===== src/rtl/mux_scan_pkg.sv =====
// Shared types and constants for the registered N-to-1 scanning channel multiplexer.
package mux_scan_pkg;

  typedef enum logic [1:0] {
    ST_IDLE   = 2'd0,
    ST_MANUAL = 2'd1,
    ST_SCAN   = 2'd2
  } state_e;

  localparam logic MODE_MANUAL = 1'b0;
  localparam logic MODE_SCAN   = 1'b1;

endpackage


===== src/rtl/mux_scan_ptr.sv =====
// Round-robin scan pointer with programmable dwell; fires once per DWELL free cycles.
module mux_scan_ptr #(
  parameter  int unsigned CHANNELS = 8,
  parameter  int unsigned DWELL    = 1,
  localparam int unsigned SEL_W    = $clog2(CHANNELS),
  localparam int unsigned DCNT_W   = (DWELL > 1) ? $clog2(DWELL) : 1
) (
  input  logic             clk,
  input  logic             rst,
  input  logic             i_clear,
  input  logic             i_adv,
  input  logic             i_free,
  output logic [SEL_W-1:0] o_ptr_c,
  output logic             o_fire_c
);

  logic [SEL_W-1:0]  r_ptr;
  logic [DCNT_W-1:0] r_dcnt;
  logic [SEL_W-1:0]  w_ptr;
  logic [DCNT_W-1:0] w_dcnt;
  logic              w_fire;

  // Clearing is applied combinationally so the entry cycle already counts toward the dwell.
  assign w_ptr  = i_clear ? '0 : r_ptr;
  assign w_dcnt = i_clear ? '0 : r_dcnt;
  assign w_fire = i_adv && i_free && (w_dcnt == DCNT_W'(DWELL - 1));

  assign o_ptr_c  = w_ptr;
  assign o_fire_c = w_fire;

  always_ff @(posedge clk or posedge rst) begin
    if (rst) begin
      r_ptr  <= '0;
      r_dcnt <= '0;
    end else if (i_adv && i_free) begin
      if (w_fire) begin
        r_dcnt <= '0;
        r_ptr  <= (w_ptr == SEL_W'(CHANNELS - 1)) ? '0 : w_ptr + SEL_W'(1);
      end else begin
        r_dcnt <= w_dcnt + DCNT_W'(1);
        r_ptr  <= w_ptr;
      end
    end
  end

endmodule


===== src/rtl/mux_scan_n.sv =====
// Registered N-to-1 channel mux with manual and auto-scan selection and a valid/ready output.
module mux_scan_n
  import mux_scan_pkg::*;
#(
  parameter  int unsigned CHANNELS = 8,
  parameter  int unsigned WIDTH    = 1,
  parameter  int unsigned DWELL    = 1,
  localparam int unsigned SEL_W    = $clog2(CHANNELS)
) (
  input  logic                      clk,
  input  logic                      rst,
  input  logic [CHANNELS*WIDTH-1:0] i_in,
  input  logic                      i_en,
  input  logic                      i_mode,
  input  logic [SEL_W-1:0]          i_sel,
  output logic [WIDTH-1:0]          o_out_data,
  output logic [SEL_W-1:0]          o_out_sel,
  output logic                      o_out_err,
  output logic                      o_out_valid,
  input  logic                      i_out_ready
);

  localparam logic [SEL_W:0] CH_LIM = (SEL_W + 1)'(CHANNELS);

  state_e           r_state;
  state_e           w_target;
  logic [WIDTH-1:0] r_data;
  logic [SEL_W-1:0] r_sel;
  logic             r_err;
  logic             r_valid;
  logic             w_free;
  logic             w_enter;
  logic             w_in_range;
  logic [SEL_W-1:0] w_ptr;
  logic             w_fire;

  function automatic logic [WIDTH-1:0] pick(input logic [CHANNELS*WIDTH-1:0] bus,
                                            input logic [SEL_W-1:0] idx);
    logic [WIDTH-1:0] v;
    v = '0;
    for (int k = 0; k < int'(CHANNELS); k++) begin
      if (idx == SEL_W'(k)) v = bus[k*WIDTH +: WIDTH];
    end
    return v;
  endfunction

  always_comb begin
    w_target = ST_IDLE;
    if (i_en) w_target = (i_mode == MODE_SCAN) ? ST_SCAN : ST_MANUAL;
  end

  assign w_free     = !r_valid || i_out_ready;
  assign w_enter    = (w_target == ST_SCAN) && (r_state != ST_SCAN);
  assign w_in_range = {1'b0, i_sel} < CH_LIM;

  mux_scan_ptr #(
    .CHANNELS (CHANNELS),
    .DWELL    (DWELL)
  ) u_ptr (
    .clk      (clk),
    .rst      (rst),
    .i_clear  (w_enter),
    .i_adv    (w_target == ST_SCAN),
    .i_free   (w_free),
    .o_ptr_c  (w_ptr),
    .o_fire_c (w_fire)
  );

  // State only advances with a free slot, so a stalled beat keeps the old mode in force.
  always_ff @(posedge clk or posedge rst) begin
    if (rst) begin
      r_state <= ST_IDLE;
      r_data  <= '0;
      r_sel   <= '0;
      r_err   <= 1'b0;
      r_valid <= 1'b0;
    end else if (w_free) begin
      r_state <= w_target;
      case (w_target)
        ST_MANUAL: begin
          r_data  <= w_in_range ? pick(i_in, i_sel) : '0;
          r_sel   <= i_sel;
          r_err   <= !w_in_range;
          r_valid <= 1'b1;
        end
        ST_SCAN: begin
          if (w_fire) begin
            r_data  <= pick(i_in, w_ptr);
            r_sel   <= w_ptr;
            r_err   <= 1'b0;
            r_valid <= 1'b1;
          end else begin
            r_valid <= 1'b0;
          end
        end
        default: r_valid <= 1'b0;
      endcase
    end
  end

  assign o_out_data  = r_data;
  assign o_out_sel   = r_sel;
  assign o_out_err   = r_err;
  assign o_out_valid = r_valid;

endmodule


===== config.mk =====
export PLATFORM = sky130hd
export DESIGN_NAME = mux_scan_n
export DESIGN_NICKNAME = d
export VERILOG_FILES = /design/src/rtl/mux_scan_pkg.sv /design/src/rtl/mux_scan_ptr.sv /design/src/rtl/mux_scan_n.sv
export SDC_FILE = /design/constraint.sdc
export NUM_CORES = 1
export LEC_CHECK = 0
export BUFFER_PORTS_ARGS = -buffer_cell sky130_fd_sc_hd__buf_2
export CAP_MARGIN = 25
export CORE_MARGIN = 2
export CORE_UTILIZATION = 35
export CTS_CLUSTER_DIAMETER = 40
export DETAILED_ROUTE_END_ITERATION = 12
export PLACE_DENSITY = 0.53
export SLEW_MARGIN = 20
export SYNTH_ARGS = -nofsm -noshare
export SYNTH_HDL_FRONTEND = slang
export SYNTH_SLANG_ARGS = --single-unit

===== constraint.sdc =====
create_clock -name clk -period 2.9 [get_ports clk]
set_input_delay 0.58 -clock clk [delete_from_list [all_inputs] [get_ports clk]]
set_output_delay 0.58 -clock clk [all_outputs]
set_load 0.01 [all_outputs]

# Word level (Yosys, flattened, before mapping)

Index checks and enable logic that the tools add are counted.

Register bits after elaboration: 12
Input bits: 16
Output and inout bits: 6
Logic and storage cells: 68

$add $sub $neg: 2
Eq/ne operators: 18
Muxes and demuxes: 31
Bitwise logic cells: 1
Reductions and logical operators: 9

Operators by type and width:

| kind                                                | number |
|---|---|
| equality test 3 bit, second input constant          | 8 |
| 2-to-1 mux 1 bit                                    | 21 |
| equality test 3 x 2 -> 1 bit, second input constant | 4 |
| 2-to-1 mux 3 bit                                    | 4 |
| equality test 3 x 1 -> 1 bit, second input constant | 2 |
| zero test 3 bit                                     | 2 |
| one-hot mux 1 bit (2 select lines)                  | 3 |
| one-hot mux 3 bit (2 select lines)                  | 1 |
| 2-to-1 mux 2 bit                                    | 2 |
| inequality test 2 bit, second input constant        | 2 |
| adder 3 x 1 -> 3 bit, second input constant         | 1 |
| logical AND 1 bit                                   | 3 |
| AND reduction 3 bit                                 | 1 |
| equality test 2 x 1 -> 1 bit, second input constant | 1 |
| equality test 2 bit, second input constant          | 1 |
| nonzero test 2 bit                                  | 1 |
| adder 1 bit, second input constant                  | 1 |
| zero test 1 bit                                     | 1 |
| logical OR 1 bit                                    | 1 |
| NOT 1 bit                                           | 1 |

# Logic depth before layout (Yosys ltp)

Gate-level depths: netlist of the first run.

Depth in word-level cells: 16
Mapped depth: 10
Gate-level depth less buffers: 10

# Cells and area by module

From an unflattened synthesis of the first run, not the netlist that was laid out.

Cells, all modules: 66
Area, all modules: 680.7 µm²

Modules (own cells, without submodules):

| module       | instances | cells each | area an instance (µm²) | sequential area each (µm²) |
|---|---|---|---|---|
| mux_scan_n   | 1         | 44         | 465.4                  | 175.2 |
| mux_scan_ptr | 1         | 22         | 215.2                  | 100.1 |

# Least setup slack after synthesis of the first run

OpenSTA, ideal clock, no wires.

Path kind: in2reg
Start point: input port i_mode
End point: register r_data (netlist: o_out_data)
Library setup time: 0.086 ns
Arrival: 2.303 ns
Data required time: 2.814 ns
Path slack: 0.511 ns
Cell stages on the path: 10
Path buffers: 0
Cell sequence: nand2_4 -> or2_4 -> nand2_1 -> inv_1 -> ha_1 -> nor2b_1 -> a221oi_1 -> or4_1 -> a21o_1 -> a32oi_2

Word-level cells in the longest chain between the ends: 16
Elaborated cells between the ends (all ways): 31
Classes of those cells: eq/ne (10); mux (14); bitwise (1); reduce/logical (6)

Ends and longest elaborated chain:

| item                               | RTL line                                             | RTL |
|---|---|---|
| start, declared                    | mux_scan_n.sv:14                                     | `input logic i_mode,` |
| 2-to-1 mux 2 bit (*) (2 in a row)  | mux_scan_n.sv:49                                     | `if (i_en) w_target = (i_mode == MODE_SCAN) ? ST_SCAN : ST_MANUAL;` |
| equality test 2 bit                | mux_scan_n.sv:53, mux_scan_n.sv:63, mux_scan_n.sv:79 |  |
| logical AND 1 bit                  | mux_scan_n.sv:53                                     | `assign w_enter = (w_target == ST_SCAN) && (r_state != ST_SCAN);` |
| 2-to-1 mux 3 bit                   | mux_scan_ptr.sv:24                                   | `assign w_ptr = i_clear ? '0 : r_ptr;` |
| zero test 3 bit                    | mux_scan_n.sv:42                                     | `if (idx == SEL_W'(k)) v = bus[k*WIDTH +: WIDTH];` |
| 2-to-1 mux 1 bit (8 in a row)      | mux_scan_n.sv:42                                     |  |
| 2-to-1 mux 1 bit                   | mux_scan_n.sv:87                                     | `if (w_fire) begin` |
| one-hot mux 1 bit (2 select lines) | mux_scan_n.sv:79                                     | `case (w_target)` |
| end signal, assigned               | mux_scan_n.sv:81                                     | `r_data <= w_in_range ? pick(i_in, i_sel) : '0;` |
| end signal, assigned               | mux_scan_n.sv:88                                     | `r_data <= pick(i_in, w_ptr);` |
| end, declared                      | mux_scan_n.sv:27                                     | `logic [WIDTH-1:0] r_data;` |

Mark *: on every way between the ends. The rest lies on a longest branch, timed or not. The select of a mux whose other input is x is not followed.
A chain may end at the register's enable or synchronous reset.

# Worst setup path after layout of the first run

Start point: input port i_en
End point: register r_data (netlist: o_out_data)

Word-level cells in the longest chain between the ends: 15
Elaborated cells between the ends (all ways): 30
Classes of those cells: eq/ne (10); mux (13); bitwise (1); reduce/logical (6)

Ends and longest elaborated chain:

| item                               | RTL line                                             | RTL |
|---|---|---|
| start, declared                    | mux_scan_n.sv:13                                     | `input logic i_en,` |
| 2-to-1 mux 2 bit (*)               | mux_scan_n.sv:49                                     |  |
| equality test 2 bit                | mux_scan_n.sv:53, mux_scan_n.sv:63, mux_scan_n.sv:79 |  |
| logical AND 1 bit                  | mux_scan_n.sv:53                                     |  |
| 2-to-1 mux 3 bit                   | mux_scan_ptr.sv:24                                   |  |
| zero test 3 bit                    | mux_scan_n.sv:42                                     |  |
| 2-to-1 mux 1 bit (8 in a row)      | mux_scan_n.sv:42                                     |  |
| 2-to-1 mux 1 bit                   | mux_scan_n.sv:87                                     |  |
| one-hot mux 1 bit (2 select lines) | mux_scan_n.sv:79                                     |  |

Marked as above.

==> results of run 1 <==
## power groups by stage
stage	clock network, uW	registers, uW	logic (uW)
final	104	200	199
after floorplan	0	207	142
after global routing	118	205	232
after CTS	108	201	205
after global placement	0	203	202
after detailed placement	0	205	203
## cell families after synthesis
group,Yosys count
buf+inv,9
fa+ha+maj,6
simple gates,30
mux,7
flops,11
other cells,1
compound gates,16
## flip-flops by register name, summed over array words and instances (netlist names)
name / count
o_out_sel: 3
u_ptr.r_ptr: 3
r_state: 2
o_out_data: 1
o_out_valid: 1
u_ptr.r_dcnt: 1
## area by class of cell
cell class | count | area [um^2] | share of cell area [%]
Inverter | 8 | 32.53 | 3.514
Clock buffer | 4 | 26.28 | 2.838
Sequential cell | 11 | 275.3 | 29.73
Timing Repair Buffer | 20 | 100.1 | 10.81
Multi-Input combinational cell | 60 | 456.7 | 49.32
Tap cell | 28 | 35.03 | 3.784
## metrics by stage
step | worst slack [ps] | utilization, % | std cells | hold slack, ps
6_report | 491.9 | 43.10 | 131 | 288.8
5_1_grt | 316.3 | 43.10 | 131 | 329.1
4_1_cts | 473.7 | 43.10 | 131 | 306.8
3_5_place_dp | 195.1 | 41.88 | 127 | 459.7
3_3_place_gp | 224.9 | 41.88 | 127 | 455.6
2_1_floorplan | 511.1 | - | 80 | 432.4
## how the worst max path moves through the flow
stage / slack, ps / from / endpoint / cells after the start
5_1_grt: 320 / r_state[0] / o_out_data / 10
4_1_cts: 470 / i_en / o_out_data / 11
6_report: 490 / i_en / o_out_data / 11
2_1_floorplan: 510 / i_mode / o_out_data / 10
3_3_place_gp: 220 / i_en / o_out_data / 11
3_5_place_dp: 200 / i_en / o_out_data / 11
## Yosys cell counts, types with 2 or more instances
cell type	count	area, um^2
a21o_1	2	15.01
dfrtp_1	11	275.3
ha_1	6	75.07
inv_1	7	26.28
mux2_2	2	22.52
mux2i_1	4	40.04
nand2_1	14	52.55
nand2_4	2	22.52
nand3_1	2	10.01
nor2b_1	5	31.28
o21ai_0	4	20.02
## per-layer routing
layer  up-vias  global-route usage [%]  routed length, um
li1        328                       -                  -
met1       300                   17.78                741
met2        21                   18.83                630
met3         5                   2.924                 97
met4         0                   9.459                 42
met5         -                       0                  0
## layout by cell type, fill, tap and decap left out, types with 2 or more instances in the layout
cell      Yosys  final
mux2i_1       4      4
o21ai_0       4      4
mux2_2        2      2
inv_1         7      7
ha_1          6      6
nand2_1      14     14
dfrtp_1      11     11
clkbuf_4      0      3
nand2_4       2      2
nor2b_1       5      5
buf_2         0     20
a21o_1        2      2
nand3_1       2      2
==> impl_results.md, run 1 <==
* Antenna violations before repair at 0
* Internal Power at 329.1 uW
* Vias post-DR at 654
* HP Class: input port to asynchronous set/reset pin
* Clock sink total at 11
* Routability congestion estimate from global placement at 0.7283
* Core Rows at 17
* DRC Markers at 0
* Post-Syn Area at 772.0 um^2
* Clock root buffer: clkbuf_4
* Seq pwr share at 39.8%
* Crit path buf inv count at 2
* CTS Hold Bufs at 0
* Diodes inserted at 0
* CTS tree: done
* H-tree depth at 1
* Largest family of logic cells by synthesized area: simple AND/OR/NAND/NOR gates
* Delay-heaviest family, CP: simple AND/OR/NAND/NOR gates
* FMAX at 415.3 MHz
* Leakage at 0.0004911 uW
* CTS resizes at 0
* CP Max Fanout at 7
* Clock-pin slew on the worst setup and hold paths at 70 ps
* Fin crit period at 2408 ps
* DR WL/cell at 11.54 um
* Die width at 50.97 um
* Post-Synthesis Cells at 80
* Initial Util at 35.93%
* Avg Inst Size Synth at 9.650 um^2
* Setup violators final at 0
* Async SR Flop Fraction at 100.0%
* Post-synth EDFFs at 0
* TritonCTS Buffers at 3
* Clk pwr share at 20.6%
* Vias per cell at 4.992
* Total GRT Usage at 13.31%
* Cell Area, Placed at 899.6 um^2
* Initial DRC count at 9
* Nets@finish at 126
* Power per cell area at 543.5 nW/um^2
* Post-Synth XOR/XNOR Area at 0%
* Req. time, crit path at 3090 ps
* Seq cells post-synth at 11
* Adder-cell share of the synthesized area at 9.724%
* Yosys warnings at 0
* Final hold violation count at 0
* Final WL at 1.512 mm
* Combinational share of power at 39.6%
* Primary FF master, synth: dfrtp_1
* First-pass GRT wire length at 2.518 mm
* Cells along the critical path: buf_2, nand2_4, or2_4, nand2_1, inv_1, ha_1, nor2b_1, a221oi_1, or4_1, a21o_1, a32oi_2
* Register area share after synthesis at 35.66%
* RSZ-0062 raised after global routing: no
* Total power at 503.2 uW
* DP HPWL at 1.287 mm
* Compound-Gate Fraction of Synth Area at 16.21%
* Slowest-stage cell, CP: or4_1
* Core Area at 2148 um^2
* Switching Share at 34.60%
* Syn nets at 102
* R2R Setup Slk at 520 ps
* Max clock buf depth at 2
* Total global routing overflow at 0
* Maximum vdd ir drop at 300.3 uV
* Worst Path Arrival at 2600 ps
* Worst r2r src: r_state[1]
* Pin count of the biggest net entering global routing at 12
* Outcome: finished, final reports clean
* Worst Setup Path Type: input port to flip-flop
* Fillers at 232
* Multiplexer share of the synthesized area at 11.02%
* Max-cap violation count at 0
* Slew Viols, Final at 0
* CP endpoint kind: flip-flop
* IO Pins at 22
* RR Endpoint: o_out_data
* Share of cells above drive strength 1 at 31.07%
* Vias in the first global route at 572
* Fin area at 925.9 um^2
* Setup bufs post-CTS at 0
* Final Cycle Share at 83.04%
* Worst path max stage delay at 470 ps
* DIE AREA at 2597 um^2
* Drt first pass iters at 4
* Post-DRT Antenna Nets at 0
* Worst R2R Path Depth at 10
* Layout Skew at 2.284 ps
* Synth Area in Simple Gates at 21.72%
* CP startpoint kind: input port
* Port Buf Inserts at 20
* Setup TNS at 0 ps
* Switching pwr at 174.1 uW
* P&R area growth vs syn at 19.94%
* Cell variety after synth at 32
* Worst-Skew Late Latency at 270 ps
* Die height at 50.97 um
No activity file was read; power rests on OpenSTA's default activity.
==> run 2: changes to the inputs <==
--- a/config.mk
+++ b/config.mk
@@ -5,13 +5,14 @@
 export SDC_FILE = /design/constraint.sdc
 export NUM_CORES = 1
 export LEC_CHECK = 0
+export ABC_AREA = 1
 export BUFFER_PORTS_ARGS = -buffer_cell sky130_fd_sc_hd__buf_2
 export CAP_MARGIN = 25
 export CORE_MARGIN = 2
 export CORE_UTILIZATION = 35
 export CTS_CLUSTER_DIAMETER = 40
 export DETAILED_ROUTE_END_ITERATION = 12
-export PLACE_DENSITY = 0.53
+export PLACE_DENSITY = 0.54
 export SLEW_MARGIN = 20
 export SYNTH_ARGS = -nofsm -noshare
 export SYNTH_HDL_FRONTEND = slang
==> constraint.sdc (replaced) <==
create_clock -name clk -period 2.11 [get_ports clk]
set_input_delay 0.422 -clock clk [delete_from_list [all_inputs] [get_ports clk]]
set_output_delay 0.422 -clock clk [all_outputs]
set_load 0.01 [all_outputs]
==> run 2 against run 1 <==
Sequential power is 52% higher. Synthesized cell count rose by 50%. Worst hold slack worse by 150 ps. Non-clock buffer count increased by 4. Critical path type is now flip-flop to flip-flop. Count of clock-buffer cells in the layout stayed put. Die area rose by 14%. Critical path depth up 4. Sequential share of layout area shrank 4.2 points. Via count grew 18%. Design area is 17% higher. Combinational power grew 120%. First-iteration DRC count up 22%.
==> impl_results.md, run 2 <==
* P&R area growth vs syn at 21.21%
* Slowest-stage cell, CP: dfrtp_1
* Leakage at 0.0005878 uW
* Worst Setup Path Type: flip-flop to flip-flop
* Worst Path Arrival at 2060 ps
* Top cells by area, synth: dfrtp_1, nand2_1, inv_1
* HP Class: input port to asynchronous set/reset pin
* Hold slack at 136.3 ps
* Post-Syn Area at 890.9 um^2
* Initial Util at 36.29%
* Maximum vdd ir drop at 547.2 uV
* Final WL at 1.716 mm
* Yosys warnings at 0
* FMAX at 535.2 MHz
* Core Area at 2455 um^2
* IO Pins at 22
* Setup bufs post-CTS at 0
* Slew Viols, Final at 0
* Nets@finish at 170
* Diodes inserted at 0
* Max-cap violation count at 0
* Share of cells above drive strength 1 at 31.97%
* Setup TNS at 0 ps
* DRC Markers at 0
* DR WL/cell at 9.695 um
* Fin crit period at 1868 ps
* DIE AREA at 2965 um^2
* Fillers at 279
* Cell variety after synth at 28
* Power per cell area at 819.1 nW/um^2
* Async SR Flop Fraction at 100.0%
* TritonCTS Buffers at 3
* Post-synth top cells: nand2_1, inv_1, nor2_1
* CP dominant cell by count: nand2_1
* Post-synth EDFFs at 0
* Synth area leader: dfrtp_1
* CP startpoint kind: flip-flop
* CP startpoint: r_state[1]
* Core Rows at 18
* DP HPWL at 1.471 mm
* RSZ-0062 raised after global routing: no
* Vias post-DR at 771
* Final Cycle Share at 88.55%
* Max clock buf depth at 2
* Syn nets at 142
* Crit path buf inv count at 1
* Routability congestion estimate from global placement at 0.7402
* Worst path max stage delay at 410 ps
* Vias in the first global route at 714
* Commonest non-fill, non-tap cell in the layout: nand2_1
* Antenna violations before repair at 0
* Layout Skew at 0.4365 ps
* Setup violators final at 0
* Delay-heaviest family, CP: simple AND/OR/NAND/NOR gates
* Worst r2r src: r_state[1]
* Vias per cell at 4.356
* Cells along the critical path: nand2_4, nand2_8, nand2_1, inv_1, ha_1, ha_1, a21oi_1, nand3_2, nand2_1, nand2_1, nand2_1, nand2_1, nand2_1, nand2_1, a21oi_1
* Post-DRT Antenna Nets at 0
* CTS tree: done
* Post-Synthesis Cells at 120
* Worst-Skew Late Latency at 260 ps
* Die height at 54.45 um
* Avg Inst Size Synth at 7.424 um^2
* Outcome: finished, final reports clean
* Clock sink total at 11
* First-pass GRT wire length at 3.001 mm
* Initial DRC count at 11
* H-tree depth at 1
* Clock root buffer: clkbuf_4
* Area fraction of the dominant cell type after synthesis at 30.90%
* Register area share after synthesis at 30.90%
* Port Buf Inserts at 20
* Core Util, Final at 43.99%
* Pin count of the biggest net entering global routing at 12
* Total power at 884.5 uW
* Total global routing overflow at 0
* CP endpoint kind: flip-flop
* Seq cells post-synth at 11
* Most common cell in the netlist: nand2_1
* Drt first pass iters at 3
* Clock-pin slew on the worst setup and hold paths at 70 ps
* Multi-input combinational cell area at 498.0 um^2
* Total GRT Usage at 14.52%
* Most frequent cells in the layout: nand2_1, inv_1, buf_2
* Req. time, crit path at 2300 ps
* Final hold violation count at 0
* Primary FF master, synth: dfrtp_1
* FF+latch area at 275.3 um^2
* CP Max Fanout at 3
* Die width at 54.45 um
run 2: repair_timing:
item,4_1_cts,5_1_grt
endpoints found under the hold margin,0,0
hold buffers,0,0
setup endpoints to repair,0,1
gates resized for setup,0,1
run 2: kinds of logic after synthesis:
kind of cell,share of synthesized area (%)
adders and majority gates,8.427
xor gates and xnor gates,0.9833
buffers and inverters,13.48
DFF,30.90
and+or+nand+nor,31.32
other,0.4209
AOI/OAI and AO/OA,14.47
run 2: per-layer routing:
layer	vias up	GRT usage, %	part of all wire (%)
met2	10	23.49	49
li1	424	-	-
met5	-	0	0
met3	2	5.738	4.1
met4	0	3.750	0.58
met1	335	17.92	46
run 2: worst paths after layout:
check,to,slack (ps),depth (start not counted)
max reg2reg,o_out_data,240,15
min,o_out_valid,140,2
max,o_out_data,240,15
max in group asynchronous,u_ptr.r_ptr[2],1680,2
min in group clk,o_out_sel[2],440,3
min reg2reg,r_state[0],500,2
run 2: worst register-to-register path, stage by stage, from the launching register on:
cell and delay, ps:
dfrtp_1 410, nand2_4 100, nand2_8 50, nand2_1 70, inv_1 80, ha_1 220
ha_1 210, a21oi_1 160, nand3_2 80, nand2_1 60, nand2_1 50, nand2_1 50
nand2_1 40, nand2_1 50, nand2_1 40, a21oi_1 120
run 2: layout make-up:
type	instances	share of cell area, %
Clock buffer	4	2.433
Inverter	27	10.43
Multi-Input combinational cell	81	46.12
Sequential cell	11	25.49
Tap cell	30	3.476
Timing Repair Buffer	24	12.05
run 2: through the flow:
stage	area [um^2]	setup WS, ps	cells
final	1080	241.7	177
after CTS	1077	163.8	177
after floorplan	890.9	216.4	120
after detailed placement	1051	40.45	173
after global routing	1080	14.21	177
after global placement	1051	90.57	173
run 2: report_power, final:
part / total (uW) / switching [uW] / internal (uW) / leakage [uW]
clock network: 141 / 67.9 / 73.1 / 0.0000150
registers: 304 / 40.4 / 263 / 0.000133
logic: 440 / 251 / 189 / 0.000440
total: 884 / 359 / 525 / 0.000588
